**config.mk**
```make
export PLATFORM = sky130hd
export DESIGN_NAME = trap_sequencer
export DESIGN_NICKNAME = d
export VERILOG_FILES = /design/src/rtl/trap_sequencer.sv
export SDC_FILE = /design/constraint.sdc
export NUM_CORES = 1
export LEC_CHECK = 0
export CAP_MARGIN = 40
export CELL_PAD_IN_SITES_DETAIL_PLACEMENT = 0
export CELL_PAD_IN_SITES_GLOBAL_PLACEMENT = 1
export CORE_AREA = 2 2 141 143
export DETAILED_ROUTE_END_ITERATION = 6
export DIE_AREA = 0 0 143 145
export PLACE_DENSITY_LB_ADDON = 0.1
export SLEW_MARGIN = 20
export SYNTH_ARGS = -nofsm -noshare
export SYNTH_HDL_FRONTEND = slang
export SYNTH_SLANG_ARGS = --single-unit
```
**constraint.sdc**
```tcl
create_clock -name clk -period 1.57 [get_ports clk]
set_input_delay 0.314 -clock clk [delete_from_list [all_inputs] [get_ports clk]]
set_output_delay 0.314 -clock clk [all_outputs]
set_load 0.02 [all_outputs]
```
**src/rtl/trap_sequencer.sv**
```systemverilog
// Trap-entry and mret sequencer owning the machine-mode CSR port while busy.
// Optional vectored interrupt targets are enabled with `define TRAP_VECTORED_EN.
//
// state    | meaning
// IDLE     | core CSR port passes through; requests sampled here
// T_EPC    | write latched PC to mepc
// T_CAUSE  | write latched cause to mcause
// T_STATUS | read-modify-write mstatus for trap entry
// T_VEC    | read mtvec and register redirect target
// M_STATUS | read-modify-write mstatus for mret
// M_EPC    | read mepc and register redirect target
// REDIRECT | pulse trap_ack / redirect_valid, then back to IDLE

module trap_sequencer (
    input  logic        clk,
    input  logic        reset_n,
    input  logic        trap_req,
    input  logic [31:0] trap_cause,
    input  logic [31:0] trap_pc,
    input  logic        mret_req,
    output logic        busy,
    output logic        trap_ack,
    output logic        redirect_valid,
    output logic [31:0] redirect_pc,
    input  logic [11:0] core_csr_addr,
    input  logic        core_csr_read_en,
    input  logic        core_csr_write_en,
    input  logic [31:0] core_csr_write_data,
    output logic [31:0] core_csr_read_data,
    output logic [11:0] csr_addr,
    output logic        csr_read_en,
    output logic        csr_write_en,
    output logic [31:0] csr_write_data,
    input  logic [31:0] csr_read_data
);

    localparam logic [11:0] ADDR_MSTATUS = 12'h300;
    localparam logic [11:0] ADDR_MTVEC   = 12'h305;
    localparam logic [11:0] ADDR_MEPC    = 12'h341;
    localparam logic [11:0] ADDR_MCAUSE  = 12'h342;

    typedef enum logic [2:0] {
        IDLE, T_EPC, T_CAUSE, T_STATUS, T_VEC, M_STATUS, M_EPC, REDIRECT
    } state_t;

    state_t      state;
    logic [31:0] cause_q;
    logic [31:0] pc_q;
    logic [31:0] status_trap;
    logic [31:0] status_mret;
    logic [31:0] vec_target;

    always_comb begin
        status_trap        = csr_read_data;
        status_trap[7]     = csr_read_data[3];
        status_trap[3]     = 1'b0;
        status_trap[12:11] = 2'b11;

        status_mret        = csr_read_data;
        status_mret[3]     = csr_read_data[7];
        status_mret[7]     = 1'b1;
        status_mret[12:11] = 2'b11;

        vec_target = csr_read_data & ~32'h3;
`ifdef TRAP_VECTORED_EN
        // cause[30:0] << 2 truncated to 32 bits keeps only cause[29:0]
        if (csr_read_data[1:0] == 2'b01 && cause_q[31])
            vec_target = (csr_read_data & ~32'h3) + {cause_q[29:0], 2'b00};
`endif
    end

    always_comb begin
        csr_addr           = core_csr_addr;
        csr_read_en        = core_csr_read_en;
        csr_write_en       = core_csr_write_en;
        csr_write_data     = core_csr_write_data;
        core_csr_read_data = csr_read_data;
        if (state != IDLE) begin
            csr_addr           = 12'h000;
            csr_read_en        = 1'b0;
            csr_write_en       = 1'b0;
            csr_write_data     = 32'h0;
            core_csr_read_data = 32'h0;
            case (state)
                T_EPC:    begin csr_addr = ADDR_MEPC;    csr_write_en = 1'b1; csr_write_data = pc_q; end
                T_CAUSE:  begin csr_addr = ADDR_MCAUSE;  csr_write_en = 1'b1; csr_write_data = cause_q; end
                T_STATUS: begin csr_addr = ADDR_MSTATUS; csr_read_en = 1'b1; csr_write_en = 1'b1;
                                csr_write_data = status_trap; end
                T_VEC:    begin csr_addr = ADDR_MTVEC;   csr_read_en = 1'b1; end
                M_STATUS: begin csr_addr = ADDR_MSTATUS; csr_read_en = 1'b1; csr_write_en = 1'b1;
                                csr_write_data = status_mret; end
                M_EPC:    begin csr_addr = ADDR_MEPC;    csr_read_en = 1'b1; end
                default:  ;
            endcase
        end
    end

    always_ff @(posedge clk or negedge reset_n) begin
        if (!reset_n) begin
            state          <= IDLE;
            busy           <= 1'b0;
            trap_ack       <= 1'b0;
            redirect_valid <= 1'b0;
            redirect_pc    <= 32'h0;
            cause_q        <= 32'h0;
            pc_q           <= 32'h0;
        end else begin
            trap_ack       <= 1'b0;
            redirect_valid <= 1'b0;
            case (state)
                IDLE: begin
                    if (trap_req) begin
                        cause_q <= trap_cause;
                        pc_q    <= trap_pc & ~32'h3;
                        busy    <= 1'b1;
                        state   <= T_EPC;
                    end else if (mret_req) begin
                        busy  <= 1'b1;
                        state <= M_STATUS;
                    end
                end
                T_EPC:    state <= T_CAUSE;
                T_CAUSE:  state <= T_STATUS;
                T_STATUS: state <= T_VEC;
                T_VEC: begin
                    redirect_pc    <= vec_target;
                    trap_ack       <= 1'b1;
                    redirect_valid <= 1'b1;
                    state          <= REDIRECT;
                end
                M_STATUS: state <= M_EPC;
                M_EPC: begin
                    redirect_pc    <= csr_read_data & ~32'h3;
                    trap_ack       <= 1'b1;
                    redirect_valid <= 1'b1;
                    state          <= REDIRECT;
                end
                REDIRECT: begin
                    busy  <= 1'b0;
                    state <= IDLE;
                end
                default: begin
                    busy  <= 1'b0;
                    state <= IDLE;
                end
            endcase
        end
    end

endmodule

```
==> run metrics <==
outcome=complete, but fails checks; failing checks=negative setup slack; mapped cell area=5500 sq um; Clock transition at path regs=around 0.080 ns; fin crit period=roughly 2.1 ns; layout cell share with drive strength beyond 1=0.501; Crit. End Element=output port; switching component of the power=~8.4 mW; Final Power=roughly 22 mW; Num Clock Sinks=97; largest net degree at the start of global routing=34; hold crit path type=input port to async pin; DR WL/cell=20.1 microns; max frequency=between 0.4 and 0.5 GHz; Die X-Extent=~140 microns; DP HPWL=14.0 mm; deepest clock path buffer count=2; FFs w/ async S/R, synth=1.00; diode count=0; CTS H-Tree Depth=3; TritonCTS clock tree=built; CP Data Required Time=approximately 1.3 ns; NumNets Final=approximately 900; number of DRC markers in iteration 0=~170; Setup WS post-layout=-0.521 ns; setup TNS=-64.32 ns; leakage=4.92 nW; Vias per Instance=roughly 4.6; RePlAce Congestion=slightly above 0.8; clock power share=0.099; final hold slack=between 0.3 and 0.4 ns; Final ANT Viol Nets=0; R2R cell count=8; clock skew=0.00954 ns; Internal=around 13 mW; length of the first detailed-routing pass in iterations=4; final instance area=10400 sq um; VDD IR-drop max=between 0.9 and 1 mV; area added between synthesis and finish=88.7%; RSZ-0062 raised after global routing=true; worst r2r dst=pc_q[23]; Synth Instances=436; total of max-cap violations=0; # DRC=0; number of global-route vias before repair=about 5.3k; Net Sw Frac=0.388; initial antenna violation count=0; first-pass GRT wire length=30.6 mm; critical path fanouts, max=8; fin crit share=1.33; number of port buffers=roughly 250; Seq cells post-synth=97; register area share after synthesis=0.441; initial core utilization=0.286; die area=around 21000 sq um; Total GRT Usage=0.193; grt ovf=0; Pwr Density=about 2100 nW/um^2; Reg-to-Reg Start=state[1]; Post-synth top flop=dfrtp_1; Startpoint Class=flop; Setup crit start=state[1]; final slew viol count=0; critical path class=flop to output port; Core Region=just under 20000 sq um; CTS Buf Count=9; yosys warns=0; pre-CTS WS=-0.634 ns; Cell variety after synth=33; combinational fraction of design power=0.690; Arr. time, crit path=roughly 1.8 ns; num rows=51; Root Driver=clkbuf_16; Post-synth EDFFs=0; Register-to-Register Setup Slack=-0.49 ns; Layout Utilization=0.541; placed instance count=between 900 and 1k; share of power burned in registers=0.210; IO Pins=259; Placed Area=9000 sq um; Avg Cell Area, Syn=about 13 sq um; final WL=20.9 mm; DR vias=about 4.8k; hold violation count in the final report=0; Final Setup Violations=163; die height=between 100 and 150 microns; worst skew pair latency=0.36 ns; non-filler cells, final=1043
==> state kept, by name (all words and copies together), names as in the netlist <==
name            flops
state               3
cause_q            32
busy                1
redirect_pc        30
pc_q               30
redirect_valid      1
==> power groups by stage <==
stage | registers [mW] | clock network, mW | logic [mW]
global route | 4.75 | 2.33 | 15.9
finish | 4.58 | 2.16 | 15.0
floorplan | 4.85 | 0 | 7.00
global placement | 4.49 | 0 | 12.3
CTS | 4.53 | 2.22 | 13.8
detailed placement | 4.55 | 0 | 12.4
==> repair_timing <==
item	4_1_cts	5_1_grt
hold endpoints to repair	16	0
gates cloned	6	6
gates resized for setup	580	74
hold buffers	1	0
setup endpoints to repair	203	171
pin swaps	42	16
buffers inserted	17	7
==> worst max path at each step <==
stage          cells past startpoint  slack (ns)                end
6_report                           6       -0.52  csr_write_data[8]
5_1_grt                            6       -0.56        csr_read_en
4_1_cts                            6       -0.52        csr_read_en
3_5_place_dp                       6       -0.63        csr_read_en
3_3_place_gp                       6       -0.65        csr_read_en
2_1_floorplan                      3       -0.11        csr_addr[2]
==> worst max-delay path, cell delays in order (launching register included) <==
cell and delay (ns):
dfrtp_2 0.42, buf_12 0.15, buf_16 0.17, mux2i_2 0.26
o22ai_2 0.10, a21o_1 0.18, buf_6 0.13
==> final cells by class <==
cell class / count / area (sq um)
Sequential cell: 97 / 2430
Fill cell: 1667 / 8820
Timing Repair Buffer: 367 / 3970
Multi-Input combinational cell: 296 / 3370
Clock buffer: 9 / 225
Inverter: 2 / 10.0
Tap cell: 265 / 332
Clock inverter: 7 / 52.6
==> synthesized netlist by cell type, types with 2 or more instances <==
cell type | instances | share of area
a21o_1 | 26 | 0.035
a21oi_1 | 7 | 0.0064
a31oi_1 | 2 | 0.0023
and2_1 | 38 | 0.043
buf_12 | 6 | 0.022
buf_2 | 14 | 0.013
buf_4 | 7 | 0.0095
clkbuf_1 | 12 | 0.0082
dfrtp_1 | 97 | 0.44
inv_1 | 2 | 0.0014
mux2_2 | 31 | 0.063
mux2_4 | 60 | 0.16
mux2i_1 | 58 | 0.11
nand2_1 | 5 | 0.0034
nand2b_1 | 3 | 0.0034
nor2_1 | 11 | 0.0075
nor3_1 | 2 | 0.0018
nor4_1 | 2 | 0.0023
o21ai_0 | 7 | 0.0064
o21bai_1 | 3 | 0.0041
o22ai_1 | 29 | 0.033
o311a_1 | 2 | 0.0036
or2_2 | 2 | 0.0023
==> per-layer routing <==
| layer | share of wire | up-vias | track usage |
|---|---|---|---|
| met5 | 0 | - | 0 |
| met2 | 0.48 | 162 | 0.321 |
| met3 | 0.064 | 10 | 0.0485 |
| li1 | - | 2239 | - |
| met1 | 0.44 | 2379 | 0.252 |
| met4 | 0.0090 | 0 | 0.0450 |
==> cells by family after synthesis <==
family / count (synthesis) / share of synthesized area
buffers and inverters: 44 / 0.0591
DFF: 97 / 0.441
and+or+nand+nor: 66 / 0.0700
other: 1 / 0.000681
muxes: 150 / 0.335
AOI/OAI and AO/OA: 77 / 0.0928
xor gates and xnor gates: 1 / 0.00159
==> placed cells by master, fill, tap and decap left out, types with 3 or more instances in the layout <==
cell type / synthesis / final
and2_4: 1 / 27
mux2i_4: 0 / 8
mux2i_1: 58 / 44
mux2_4: 60 / 90
clkdlybuf4s50_1: 0 / 142
buf_16: 0 / 5
buf_12: 6 / 22
a21o_1: 26 / 26
o22ai_2: 0 / 29
o21ai_0: 7 / 4
dlygate4sd2_1: 0 / 33
clkbuf_16: 0 / 14
a21oi_1: 7 / 6
mux2i_2: 0 / 6
o21bai_1: 3 / 3
o21ai_1: 0 / 3
and2_1: 38 / 12
buf_4: 7 / 67
buf_8: 1 / 5
buf_6: 1 / 85
dfrtp_1: 97 / 95
nor2_1: 11 / 7
inv_6: 0 / 3
nand2_1: 5 / 5
(Power assumes the default switching activity.)
